--- src/rtl/jtag_pkg.sv ---
// rtl/jtag_pkg.sv - shared TAP state encoding, fixed opcodes and IR capture pattern
package jtag_pkg;

  // Standard 1149.1 state encoding, so a logic analyser reading tap_state sees familiar codes
  typedef enum logic [3:0] {
    TAP_EX2_DR   = 4'h0,
    TAP_EX1_DR   = 4'h1,
    TAP_SH_DR    = 4'h2,
    TAP_PAUSE_DR = 4'h3,
    TAP_SEL_IR   = 4'h4,
    TAP_UPD_DR   = 4'h5,
    TAP_CAP_DR   = 4'h6,
    TAP_SEL_DR   = 4'h7,
    TAP_EX2_IR   = 4'h8,
    TAP_EX1_IR   = 4'h9,
    TAP_SH_IR    = 4'hA,
    TAP_PAUSE_IR = 4'hB,
    TAP_RTI      = 4'hC,
    TAP_UPD_IR   = 4'hD,
    TAP_CAP_IR   = 4'hE,
    TAP_TLR      = 4'hF
  } tap_state_e;

  localparam int unsigned OP_EXTEST = 0;
  localparam int unsigned OP_IDCODE = 1;
  localparam int unsigned OP_SAMPLE = 2;
  localparam int unsigned USER_BASE = 2;

  // Low two bits captured into the IR; upper bits are zero-filled to IR width
  localparam logic [1:0] IR_CAPTURE_LSBS = 2'b01;

endpackage

--- src/rtl/jtag_tap_fsm.sv ---
// rtl/jtag_tap_fsm.sv - TMS-driven 16-state TAP controller with decoded phase flags
module jtag_tap_fsm
  import jtag_pkg::*;
(
  input  logic       tck,
  input  logic       trst,
  input  logic       tms,
  output tap_state_e state,
  output logic       capture_dr,
  output logic       shift_dr,
  output logic       update_dr,
  output logic       capture_ir,
  output logic       shift_ir,
  output logic       update_ir,
  output logic       in_reset
);

  tap_state_e next_state;

  // State register; TRST overrides TMS
  always_ff @(posedge tck) begin
    if (trst) state <= TAP_TLR;
    else      state <= next_state;
  end

  // Next-state from TMS and per-state phase flags
  always_comb begin
    next_state = state;
    capture_dr = 1'b0;
    shift_dr   = 1'b0;
    update_dr  = 1'b0;
    capture_ir = 1'b0;
    shift_ir   = 1'b0;
    update_ir  = 1'b0;
    in_reset   = 1'b0;
    case (state)
      TAP_TLR:      begin next_state = tms ? TAP_TLR : TAP_RTI; in_reset = 1'b1; end
      TAP_RTI:      next_state = tms ? TAP_SEL_DR : TAP_RTI;
      TAP_SEL_DR:   next_state = tms ? TAP_SEL_IR : TAP_CAP_DR;
      TAP_CAP_DR:   begin next_state = tms ? TAP_EX1_DR : TAP_SH_DR; capture_dr = 1'b1; end
      TAP_SH_DR:    begin next_state = tms ? TAP_EX1_DR : TAP_SH_DR; shift_dr = 1'b1; end
      TAP_EX1_DR:   next_state = tms ? TAP_UPD_DR : TAP_PAUSE_DR;
      TAP_PAUSE_DR: next_state = tms ? TAP_EX2_DR : TAP_PAUSE_DR;
      TAP_EX2_DR:   next_state = tms ? TAP_UPD_DR : TAP_SH_DR;
      TAP_UPD_DR:   begin next_state = tms ? TAP_SEL_DR : TAP_RTI; update_dr = 1'b1; end
      TAP_SEL_IR:   next_state = tms ? TAP_TLR : TAP_CAP_IR;
      TAP_CAP_IR:   begin next_state = tms ? TAP_EX1_IR : TAP_SH_IR; capture_ir = 1'b1; end
      TAP_SH_IR:    begin next_state = tms ? TAP_EX1_IR : TAP_SH_IR; shift_ir = 1'b1; end
      TAP_EX1_IR:   next_state = tms ? TAP_UPD_IR : TAP_PAUSE_IR;
      TAP_PAUSE_IR: next_state = tms ? TAP_EX2_IR : TAP_PAUSE_IR;
      TAP_EX2_IR:   next_state = tms ? TAP_UPD_IR : TAP_SH_IR;
      TAP_UPD_IR:   begin next_state = tms ? TAP_SEL_DR : TAP_RTI; update_ir = 1'b1; end
      default:      next_state = TAP_TLR;
    endcase
  end

endmodule

--- src/rtl/jtag_tap_ctl.sv ---
// rtl/jtag_tap_ctl.sv - TAP top: IR, opcode decode, IDCODE/BYPASS registers, chain strobes, TDO mux
module jtag_tap_ctl
  import jtag_pkg::*;
#(
  parameter int          IR_W       = 4,
  parameter int          NUM_CH     = 2,
  parameter logic [31:0] IDCODE_VAL = 32'h1000_0001
) (
  input  logic              TCK,
  input  logic              TRST,
  input  logic              TMS,
  input  logic              TDI,
  output logic              TDO,
  output logic              TDO_EN,
  output logic [3:0]        tap_state,
  output logic [IR_W-1:0]   ir_value,
  output logic [NUM_CH-1:0] dr_sel,
  output logic              dr_capture,
  output logic              dr_shift,
  output logic              dr_update,
  input  logic [NUM_CH-1:0] dr_tdo,
  output logic              ext_test
);

  localparam logic [IR_W-1:0] EXTEST_OP  = IR_W'(OP_EXTEST);
  localparam logic [IR_W-1:0] IDCODE_OP  = IR_W'(OP_IDCODE);
  localparam logic [IR_W-1:0] SAMPLE_OP  = IR_W'(OP_SAMPLE);
  localparam logic [IR_W-1:0] IR_CAPTURE = {{(IR_W-2){1'b0}}, IR_CAPTURE_LSBS};

  tap_state_e      state;
  logic            capture_dr, shift_dr, update_dr;
  logic            capture_ir, shift_ir, update_ir, in_reset;
  logic [IR_W-1:0] ir_shift, ir_reg;
  logic [31:0]     idcode_sr;
  logic            bypass_sr;
  logic            sel_idcode, sel_bypass;

  jtag_tap_fsm u_fsm (
    .tck        (TCK),
    .trst       (TRST),
    .tms        (TMS),
    .state      (state),
    .capture_dr (capture_dr),
    .shift_dr   (shift_dr),
    .update_dr  (update_dr),
    .capture_ir (capture_ir),
    .shift_ir   (shift_ir),
    .update_ir  (update_ir),
    .in_reset   (in_reset)
  );

  assign tap_state = state;
  // Test_Logic_Reset forces IDCODE immediately, not one edge later
  assign ir_value  = in_reset ? IDCODE_OP : ir_reg;

  // Instruction shift register and the active instruction latch
  always_ff @(posedge TCK) begin
    if (TRST) begin
      ir_shift <= IR_CAPTURE;
      ir_reg   <= IDCODE_OP;
    end else begin
      if (capture_ir)    ir_shift <= IR_CAPTURE;
      else if (shift_ir) ir_shift <= {TDI, ir_shift[IR_W-1:1]};
      if (in_reset)       ir_reg <= IDCODE_OP;
      else if (update_ir) ir_reg <= ir_shift;
    end
  end

  // Opcode decode: fixed chain-0 opcodes, USER range, IDCODE, everything else BYPASS
  always_comb begin
    dr_sel     = '0;
    sel_idcode = 1'b0;
    sel_bypass = 1'b0;
    if (ir_value == EXTEST_OP || ir_value == SAMPLE_OP) begin
      dr_sel[0] = 1'b1;
    end else if (ir_value == IDCODE_OP) begin
      sel_idcode = 1'b1;
    end else begin
      sel_bypass = 1'b1;
      for (int k = 1; k < NUM_CH; k++) begin
        if (ir_value == IR_W'(USER_BASE + k)) begin
          dr_sel[k]  = 1'b1;
          sel_bypass = 1'b0;
        end
      end
    end
  end

  assign ext_test   = (ir_value == EXTEST_OP);
  assign dr_capture = capture_dr && (dr_sel != '0);
  assign dr_shift   = shift_dr   && (dr_sel != '0);
  assign dr_update  = update_dr  && (dr_sel != '0);

  // Built-in data registers; only the selected one captures or shifts
  always_ff @(posedge TCK) begin
    if (TRST) begin
      idcode_sr <= IDCODE_VAL;
      bypass_sr <= 1'b0;
    end else begin
      if (sel_idcode && capture_dr)    idcode_sr <= IDCODE_VAL;
      else if (sel_idcode && shift_dr) idcode_sr <= {TDI, idcode_sr[31:1]};
      if (sel_bypass && capture_dr)    bypass_sr <= 1'b0;
      else if (sel_bypass && shift_dr) bypass_sr <= TDI;
    end
  end

  // TDO mux from registered state, valid for the whole shift cycle
  always_comb begin
    TDO    = 1'b0;
    TDO_EN = shift_ir || shift_dr;
    if (shift_ir)        TDO = ir_shift[0];
    else if (shift_dr) begin
      if (sel_idcode)      TDO = idcode_sr[0];
      else if (sel_bypass) TDO = bypass_sr;
      else                 TDO = |(dr_tdo & dr_sel);
    end
  end

endmodule

--- config.mk ---
export PLATFORM = sky130hd
export DESIGN_NAME = jtag_tap_ctl
export DESIGN_NICKNAME = d
export VERILOG_FILES = /design/src/rtl/jtag_pkg.sv /design/src/rtl/jtag_tap_fsm.sv /design/src/rtl/jtag_tap_ctl.sv
export SDC_FILE = /design/constraint.sdc
export NUM_CORES = 1
export LEC_CHECK = 0
export BUFFER_PORTS_ARGS = -buffer_cell sky130_fd_sc_hd__buf_2
export CORE_MARGIN = 1.5
export CORE_UTILIZATION = 35
export CTS_CLUSTER_SIZE = 24
export DETAILED_ROUTE_END_ITERATION = 12
export PLACE_DENSITY = 0.6
export SYNTH_ARGS = -nofsm -noshare
export SYNTH_HDL_FRONTEND = slang
export SYNTH_SLANG_ARGS = --single-unit
--- constraint.sdc ---
create_clock -name TCK -period 2.2 [get_ports TCK]
set_clock_uncertainty 0.15 [all_clocks]
set_input_delay 0.11 -clock TCK [delete_from_list [all_inputs] [get_ports TCK]]
set_output_delay 0.11 -clock TCK [all_outputs]
set_load 0.03 [all_outputs]
==> impl_metrics.prom, run 1 <==
# TYPE chip_impl_metric gauge
chip_impl_info{name="run_status",value="finished, final reports clean"} 1
chip_impl_metric{name="rows",unit=""} 27
chip_impl_metric{name="number_of_flip_flops_under_the_largest_register_name",unit=""} 32
chip_impl_info{name="unrepaired_setup_endpoints_after_global_routing",value="no"} 1
chip_impl_info{name="main_combinational_cell_family_by_area_after_synthesis",value="simple AND/OR/NAND/NOR gates"} 1
chip_impl_metric{name="yosysWarningCount",unit=""} 0
chip_impl_metric{name="critical-path-max-stage-delay",unit="ns"} 0.45
chip_impl_metric{name="setup-tns-final",unit="ns"} 0
chip_impl_metric{name="antenna_violating_nets_post_route",unit=""} 0
chip_impl_info{name="critical_path.startpoint_type",value="flip-flop"} 1
chip_impl_metric{name="groute.layer.met3.usage",unit=""} 0.03605
chip_impl_metric{name="layout-drive-gt1-share",unit=""} 0.1744
chip_impl_metric{name="number_of_enable_type_register_cells_in_the_synthesized_netlist",unit=""} 0
chip_impl_metric{name="synth.lib_cells_used.distinct",unit=""} 39
chip_impl_metric{name="routabilityCongestion",unit=""} 0.7220
chip_impl_info{name="hold_class",value="in -> reg"} 1
chip_impl_metric{name="hold_viol_final",unit=""} 0
chip_impl_metric{name="max_freq",unit="GHz"} 0.4931
chip_impl_metric{name="drt-initial-drc-count",unit=""} 161
chip_impl_metric{name="mappedNetlistNets",unit=""} 248
chip_impl_metric{name="nNetsFinal",unit=""} 263
chip_impl_metric{name="cts_buffer_depth",unit=""} 2
chip_impl_metric{name="number_of_pins_with_negative_max_slew_slack_in_the_final_report",unit=""} 0
chip_impl_metric{name="power.leakage",unit="µW"} 0.0008384
chip_impl_metric{name="groute.layer.met1.usage",unit=""} 0.1922
chip_impl_metric{name="finalCriticalPeriod",unit="ns"} 2.028
chip_impl_info{name="cts_tree",value="yes"} 1
chip_impl_info{name="yosysMostFrequentCell",value="sky130_fd_sc_hd__dfxtp_1"} 1
chip_impl_info{name="crit_path_cells",value="or3b_1 -> buf_4 -> nor3_2 -> buf_2"} 1
chip_impl_info{name="cell_at_the_root_of_the_clock_tree",value="sky130_fd_sc_hd__clkbuf_8"} 1
chip_impl_info{name="crit_type",value="reg -> out"} 1
chip_impl_metric{name="power.density",unit="nW/µm²"} 675.1
chip_impl_metric{name="remaining_drc_errors",unit=""} 0
chip_impl_metric{name="numPortBuffers",unit=""} 21
chip_impl_metric{name="routedWlPerCell",unit="µm"} 13.05
chip_impl_metric{name="yosys-mux-area-fraction",unit=""} 0.01507
chip_impl_metric{name="clock_sinks",unit=""} 45
chip_impl_metric{name="postSynthAreaPerCell",unit="µm²"} 8.236
chip_impl_metric{name="worst-slew-pin-transition",unit="ns"} 0.5416
chip_impl_metric{name="cts.reportedPaths.clkPinSlew",unit="ns"} 0.09
chip_impl_metric{name="syn-instance-count",unit=""} 242
chip_impl_metric{name="routed_via_density",unit=""} 5.276
chip_impl_metric{name="fin_area",unit="µm²"} 2301
chip_impl_metric{name="ports_placed_on_the_boundary",unit=""} 22
chip_impl_metric{name="max_slew_margin",unit=""} 0.6385
chip_impl_info{name="grt.busiest_layer",value="met2"} 1
chip_impl_info{name="regMostFlops",value="idcode_sr"} 1
chip_impl_metric{name="met2_capacity_usage_during_global_routing",unit=""} 0.2296
chip_impl_metric{name="setup_viol_count_final",unit=""} 0
chip_impl_metric{name="synth_area",unit="µm²"} 1993
chip_impl_metric{name="fraction_of_the_mapped_netlist_area_in_compound_gates",unit=""} 0.2354
chip_impl_metric{name="grt_antenna_before_repair",unit=""} 0
chip_impl_metric{name="grt_pass1_wl",unit="µm"} 7265
chip_impl_metric{name="dp_hpwl",unit="µm"} 2630
chip_impl_metric{name="die_area",unit="µm²"} 6157
chip_impl_info{name="crit_end_category",value="primary output"} 1
chip_impl_metric{name="drtPass1Iterations",unit=""} 5
chip_impl_metric{name="finalWirelength",unit="µm"} 4308
chip_impl_metric{name="synth_xor_area_frac",unit=""} 0
chip_impl_metric{name="synth-async-reset-ratio",unit=""} 0
chip_impl_metric{name="placed_cell_area",unit="µm²"} 2193
chip_impl_metric{name="postSynthRegisterBits",unit=""} 45
chip_impl_metric{name="path_buf_inv",unit=""} 2
chip_impl_info{name="worst_path_max_delay_cell",value="sky130_fd_sc_hd__dfxtp_1"} 1
chip_impl_metric{name="synthDominantCellAreaShare",unit=""} 0.4520
chip_impl_metric{name="ir_drop",unit="mV"} 0.2486
chip_impl_metric{name="die-width",unit="µm"} 78.47
chip_impl_metric{name="area.growth.synth_to_final",unit="%"} 15.44
chip_impl_metric{name="cts_inserted_buffers",unit=""} 5
chip_impl_metric{name="grt_pass1_vias",unit=""} 1534
chip_impl_metric{name="final_core_utilization",unit=""} 0.4179
chip_impl_metric{name="synth_simple_gate_area_frac",unit=""} 0.2385
chip_impl_metric{name="worstPathArrival",unit="ns"} 1.77
chip_impl_metric{name="critPathMaxFanout",unit=""} 34
chip_impl_info{name="synth_area_leaders",value="sky130_fd_sc_hd__dfxtp_1 45%, sky130_fd_sc_hd__a21oi_1 9.3%, sky130_fd_sc_hd__nand3_1 8.5%"} 1
chip_impl_metric{name="fin_total_pwr",unit="µW"} 1553
chip_impl_metric{name="initial_utilization",unit=""} 0.3620
chip_impl_info{name="synthFlopType",value="sky130_fd_sc_hd__dfxtp_1"} 1
chip_impl_metric{name="via_count",unit=""} 1741
chip_impl_metric{name="core-area",unit="µm²"} 5507
chip_impl_metric{name="dieHeight",unit="µm"} 78.47
chip_impl_metric{name="max_cap_viol_count",unit=""} 0
chip_impl_metric{name="sequential_cell_area_fraction_in_the_yosys_report",unit=""} 0.4520
chip_impl_info{name="ys_top_cells_by_count",value="45 x sky130_fd_sc_hd__dfxtp_1, 37 x sky130_fd_sc_hd__a21oi_1, 34 x sky130_fd_sc_hd__nand3_1"} 1
chip_impl_metric{name="placedCellCount",unit=""} 320
chip_impl_metric{name="num_antenna_cells",unit=""} 0
chip_impl_metric{name="cts_repair_resize_count",unit=""} 0
chip_impl_metric{name="worstSkewPairLatency",unit="ns"} 0.30
chip_impl_metric{name="fillCellCount",unit=""} 577
chip_impl_metric{name="grt-ovfl-total",unit=""} 0
chip_impl_metric{name="required_worst_endpoint",unit="ns"} 1.94
chip_impl_metric{name="finalNonFillerCells",unit=""} 330
chip_impl_metric{name="synth_fa_ha_area_frac",unit=""} 0
chip_impl_metric{name="maximum_number_of_pins_on_one_net_before_global_route_repair",unit=""} 35
chip_impl_metric{name="clock_tree.htree_level_count",unit=""} 2
chip_impl_info{name="cpLargestDelayFamily",value="simple AND/OR/NAND/NOR gates"} 1
chip_impl_info{name="synth_area_leader_cell",value="sky130_fd_sc_hd__dfxtp_1"} 1
chip_impl_metric{name="min_period_over_period",unit=""} 0.9218
chip_impl_metric{name="gr-usage-all-layers",unit=""} 0.1464
[per-layer routing]
| layer | part of all wire | vias to the layer above |
|---|---|---|
| li1 | - | 893 |
| met1 | 0.50 | 808 |
| met2 | 0.45 | 33 |
| met3 | 0.032 | 7 |
| met4 | 0.018 | 0 |
| met5 | 0 | - |
[cell families after synthesis]
kind of cell / Yosys count
buffers and inverters: 28
muxes: 3
and+or+nand+nor: 82
DFF: 45
AOI/OAI and AO/OA: 84
[layout by cell type, fill, tap and decap left out, types with 3 or more instances in the layout]
master | synthesis | layout
sky130_fd_sc_hd__a21o_1 | 3 | 3
sky130_fd_sc_hd__a21oi_1 | 37 | 37
sky130_fd_sc_hd__and2_1 | 3 | 3
sky130_fd_sc_hd__buf_2 | 6 | 21
sky130_fd_sc_hd__buf_4 | 1 | 10
sky130_fd_sc_hd__clkbuf_8 | 0 | 5
sky130_fd_sc_hd__dfxtp_1 | 45 | 45
sky130_fd_sc_hd__mux2i_1 | 3 | 3
sky130_fd_sc_hd__nand2_1 | 9 | 9
sky130_fd_sc_hd__nand2b_1 | 3 | 3
sky130_fd_sc_hd__nand3_1 | 34 | 34
sky130_fd_sc_hd__nand3b_1 | 7 | 7
sky130_fd_sc_hd__nor2_1 | 8 | 8
sky130_fd_sc_hd__o21ai_0 | 28 | 28
sky130_fd_sc_hd__o21ai_1 | 5 | 5
sky130_fd_sc_hd__o21bai_1 | 3 | 3
[power by group]
part	leakage [µW]	internal (µW)	switching, µW	total (µW)
combinational	0.000437	67.0	121	188
sequential	0.000364	826	29.6	856
clock	0.0000374	224	286	510
total	0.000838	1120	436	1550
[final cells by class]
cell class,instances,area (µm²),area share
Tap cell,72,90.09,0.03915
Timing Repair Buffer,34,220.2,0.09570
Clock buffer,6,72.57,0.03154
Sequential cell,45,900.9,0.3915
Clock inverter,2,15.01,0.006525
Inverter,2,7.507,0.003263
Multi-Input combinational cell,169,994.7,0.4323
[path summary, 6_finish.rpt]
kind	from	to	slack, ns	cells past startpoint
worst max-delay path	u_fsm.state[0]$_SDFF_PP1_	dr_capture	0.17	4
worst max register to register	u_fsm.state[3]$_SDFF_PP1_	ir_shift[0]$_SDFFE_PP1P_	0.46	4
worst min register to register	idcode_sr[27]$_SDFFE_PP0P_	idcode_sr[26]$_SDFFE_PP0P_	0.31	2
worst min-delay path	TRST	idcode_sr[17]$_SDFFE_PP0P_	0.13	2
[per-stage QoR]
stage	setup WS, ns	hold WS, ns
after floorplan	0.1427	0.09847
after CTS	0.1559	0.1188
after global routing	0.03377	0.1410
after global placement	0.4088	0.2564
after detailed placement	0.4827	0.2623
final	0.1720	0.1295
[what timing repair did]
| item | 4_1_cts | 5_1_grt |
|---|---|---|
| hold buffers | 2 | 0 |
| hold endpoints to repair | 3 | 0 |
| buffers inserted | 0 | 0 |
(Power assumes the default switching activity.)
==> run 2: changes to the inputs <==
--- a/config.mk
+++ b/config.mk
@@ -13,4 +13,5 @@
 export PLACE_DENSITY = 0.6
 export SYNTH_ARGS = -nofsm -noshare
 export SYNTH_HDL_FRONTEND = slang
+export SYNTH_HIERARCHICAL = 1
 export SYNTH_SLANG_ARGS = --single-unit
==> run 2 against run 1 <==
Highest routed layer unchanged. Synthesized area rose by 15%. Routed wire length rose by 19%. Final area increased by 13%. Non-clock buffer count grew 4. Largest cell class unchanged. Die area is 15% higher. Clock power up 5.3%. Via count is 13% higher. Power grew 8.6%. Critical path depth up 3. Sequential share of layout area shrank 4.4 points.
==> impl_metrics.prom, run 2 <==
# TYPE chip_impl_metric gauge
chip_impl_info{name="run_status",value="finished, final reports clean"} 1
chip_impl_metric{name="grt-ovfl-total",unit=""} 0
chip_impl_metric{name="number_of_flip_flops_under_the_largest_register_name",unit=""} 32
chip_impl_metric{name="synth_area",unit="µm²"} 2295
chip_impl_metric{name="synthDominantCellAreaShare",unit=""} 0.3926
chip_impl_info{name="hold_start",value="TRST"} 1
chip_impl_metric{name="via_count",unit=""} 1964
chip_impl_metric{name="power.internal",unit="µW"} 1161
chip_impl_info{name="cts_tree",value="yes"} 1
chip_impl_metric{name="grt_antenna_before_repair",unit=""} 0
chip_impl_metric{name="die_area",unit="µm²"} 7051
chip_impl_info{name="yosysMostFrequentCell",value="sky130_fd_sc_hd__o211ai_1"} 1
chip_impl_info{name="critical_path.startpoint_type",value="flip-flop"} 1
chip_impl_info{name="synthFlopType",value="sky130_fd_sc_hd__dfxtp_1"} 1
chip_impl_metric{name="antenna_violating_nets_post_route",unit=""} 0
chip_impl_info{name="synth_area_leader_cell",value="sky130_fd_sc_hd__dfxtp_1"} 1
chip_impl_metric{name="fin_area",unit="µm²"} 2596
chip_impl_metric{name="reg_area",unit="µm²"} 902.1
chip_impl_metric{name="drt-initial-drc-count",unit=""} 115
chip_impl_metric{name="critPathMaxFanout",unit=""} 8
chip_impl_metric{name="fin_total_pwr",unit="µW"} 1687
chip_impl_info{name="synth_area_leaders",value="sky130_fd_sc_hd__dfxtp_1 39%, sky130_fd_sc_hd__o211ai_1 19%, sky130_fd_sc_hd__a21oi_1 7.2%"} 1
chip_impl_metric{name="multi_input_area",unit="µm²"} 1241
chip_impl_metric{name="cts.reportedPaths.clkPinSlew",unit="ns"} 0.09
chip_impl_metric{name="clock_sinks",unit=""} 45
chip_impl_metric{name="mappedNetlistNets",unit=""} 258
chip_impl_metric{name="worstSkewPairLatency",unit="ns"} 0.30
chip_impl_metric{name="setup-tns-final",unit="ns"} 0
chip_impl_info{name="reg2reg_from",value="u_fsm/state[0]$_SDFF_PP1_"} 1
chip_impl_metric{name="synth-async-reset-ratio",unit=""} 0
chip_impl_metric{name="layout-drive-gt1-share",unit=""} 0.2481
chip_impl_metric{name="ir_drop",unit="mV"} 0.2863
chip_impl_metric{name="setup_viol_count_final",unit=""} 0
chip_impl_metric{name="hold_viol_final",unit=""} 0
chip_impl_metric{name="max_freq",unit="GHz"} 0.4661
chip_impl_metric{name="number_of_enable_type_register_cells_in_the_synthesized_netlist",unit=""} 0
chip_impl_metric{name="initial_utilization",unit=""} 0.3614
chip_impl_metric{name="worst-r2r-cell-count",unit=""} 7
chip_impl_metric{name="core-area",unit="µm²"} 6350
chip_impl_metric{name="die-width",unit="µm"} 83.97
chip_impl_metric{name="gr-usage-all-layers",unit=""} 0.1458
chip_impl_metric{name="routedWlPerCell",unit="µm"} 14.95
chip_impl_metric{name="routed_via_density",unit=""} 5.726
chip_impl_metric{name="sequential_cell_area_fraction_in_the_yosys_report",unit=""} 0.3926
chip_impl_metric{name="finalCriticalPeriod",unit="ns"} 2.145
chip_impl_metric{name="placed_cell_area",unit="µm²"} 2452
chip_impl_metric{name="finalWirelength",unit="µm"} 5127
chip_impl_metric{name="dieHeight",unit="µm"} 83.97
chip_impl_metric{name="maximum_number_of_pins_on_one_net_before_global_route_repair",unit=""} 31
chip_impl_metric{name="dp_hpwl",unit="µm"} 3165
chip_impl_metric{name="fillCellCount",unit=""} 629
chip_impl_metric{name="power_switching",unit="µW"} 525.8
chip_impl_metric{name="yosysWarningCount",unit=""} 6
chip_impl_metric{name="switching_share",unit=""} 0.3117
chip_impl_metric{name="min_period_over_period",unit=""} 0.9752
chip_impl_metric{name="synth.lib_cells_used.distinct",unit=""} 43
chip_impl_metric{name="rows",unit=""} 29
chip_impl_metric{name="num_antenna_cells",unit=""} 0
chip_impl_metric{name="number_of_pins_with_negative_max_slew_slack_in_the_final_report",unit=""} 0
chip_impl_metric{name="worstHoldPathCells",unit=""} 2
chip_impl_metric{name="drtPass1Iterations",unit=""} 4
chip_impl_metric{name="numPortBuffers",unit=""} 21
chip_impl_metric{name="grt_pass1_vias",unit=""} 1794
chip_impl_metric{name="comb_power_share",unit=""} 0.179
chip_impl_metric{name="area.growth.synth_to_final",unit="%"} 13.14
chip_impl_info{name="crit_end_category",value="primary output"} 1
chip_impl_metric{name="share_of_power_burned_in_registers",unit=""} 0.503
chip_impl_metric{name="power.leakage",unit="µW"} 0.0008758
chip_impl_metric{name="syn-instance-count",unit=""} 252
chip_impl_metric{name="required_worst_endpoint",unit="ns"} 1.94
chip_impl_metric{name="nNetsFinal",unit=""} 271
chip_impl_metric{name="remaining_drc_errors",unit=""} 0
chip_impl_info{name="crit_path_start",value="u_fsm/state[0]$_SDFF_PP1_"} 1
chip_impl_info{name="regMostFlops",value="idcode_sr"} 1
chip_impl_info{name="crit_type",value="reg -> out"} 1
chip_impl_metric{name="cts_buffer_depth",unit=""} 2
chip_impl_metric{name="routabilityCongestion",unit=""} 0.7904
chip_impl_info{name="layout.cells.most_common",value="sky130_fd_sc_hd__o211ai_1"} 1
chip_impl_metric{name="postSynthAreaPerCell",unit="µm²"} 9.106
chip_impl_info{name="hold_class",value="in -> reg"} 1
chip_impl_metric{name="grt_pass1_wl",unit="µm"} 8652
chip_impl_metric{name="max_cap_viol_count",unit=""} 0
chip_impl_metric{name="worst-slew-pin-transition",unit="ns"} 0.4686
chip_impl_metric{name="postSynthRegisterBits",unit=""} 45
chip_impl_info{name="final_cell_mix",value="59 x sky130_fd_sc_hd__o211ai_1, 44 x sky130_fd_sc_hd__dfxtp_1, 33 x sky130_fd_sc_hd__a21oi_1"} 1
chip_impl_metric{name="power.density",unit="nW/µm²"} 649.7
chip_impl_metric{name="ports_placed_on_the_boundary",unit=""} 22
chip_impl_metric{name="cts_inserted_buffers",unit=""} 5
chip_impl_metric{name="clock_tree.htree_level_count",unit=""} 2
chip_impl_metric{name="p_clk_frac",unit=""} 0.318
chip_impl_info{name="ys_top_cells_by_count",value="59 x sky130_fd_sc_hd__o211ai_1, 45 x sky130_fd_sc_hd__dfxtp_1, 33 x sky130_fd_sc_hd__a21oi_1"} 1
chip_impl_info{name="cell_at_the_root_of_the_clock_tree",value="sky130_fd_sc_hd__clkbuf_8"} 1
chip_impl_metric{name="worstPathArrival",unit="ns"} 1.89
chip_impl_metric{name="max_slew_margin",unit=""} 0.6864
run 2: worst paths after layout:
path	to	slack, ns
max	TDO	0.05
min reg2reg	idcode_sr[4]$_SDFFE_PP0P_	0.33
max reg2reg	idcode_sr[23]$_SDFFE_PP0P_	0.25
min	bypass_sr$_SDFFE_PP0P_	0.02
run 2: metrics by stage:
stage                     setup slack [ns]  hold WS, ns  utilization  instances
after global placement              0.1360       0.2671       0.3862        333
final                              0.05461      0.02021       0.4089        343
after CTS                        0.0002913      0.02295       0.4051        343
after global routing             -0.008141      0.03660       0.4089        343
after detailed placement            0.1335       0.2791       0.3862        333
after floorplan                   -0.01809      0.06482            -        252
run 2: repair_timing:
item,in CTS,in global routing
hold endpoints to repair,3,0
setup endpoints to repair,3,1
buffers inserted,0,0
hold buffers,2,0
resized for setup,2,8
pin swaps,0,1
run 2: final cells by class:
class,count,area share
clock buffers,5,0.02651
clock inverters,3,0.009639
inverters,4,0.005783
multi-input cells,171,0.4781
flip-flops and latches,45,0.3475
well taps,77,0.03711
repair buffers,38,0.09542
run 2: cells by family (layout without fill, tap and decap cells):
kind of cell           count (synthesis)  count (layout)  synth area share
AOI/OAI and AO/OA                    114             114            0.3506
buffers and inverters                 36              50           0.09215
DFF                                   45              45            0.3926
muxes                                 10              10           0.04417
and+or+nand+nor                       47              47            0.1205
run 2: layer usage:
layer  vias up  global-route usage  wire, µm
met5         -                   0         0
met3         6             0.02671       175
li1        971                   -         -
met4         0             0.04918        69
met1       958              0.2009      2558
met2        29              0.2295      2323
run 2: power groups by stage:
stage / Sequential, µW / Clock, µW / Combinational, µW
4_1_cts: 846 / 555 / 297
6_report: 848 / 537 / 302
5_1_grt: 850 / 589 / 329
2_1_floorplan: 880 / 0 / 203
3_3_place_gp: 865 / 0 / 291
3_5_place_dp: 864 / 0 / 292
run 2: worst max-delay path: stages, from the launching register on:
cell	delay, ns
sky130_fd_sc_hd__dfxtp_1	0.37
sky130_fd_sc_hd__nand2b_2	0.24
sky130_fd_sc_hd__nor3b_2	0.22
sky130_fd_sc_hd__buf_6	0.17
sky130_fd_sc_hd__a21oi_1	0.07
sky130_fd_sc_hd__o21a_1	0.13
sky130_fd_sc_hd__a211oi_4	0.22
sky130_fd_sc_hd__buf_6	0.16
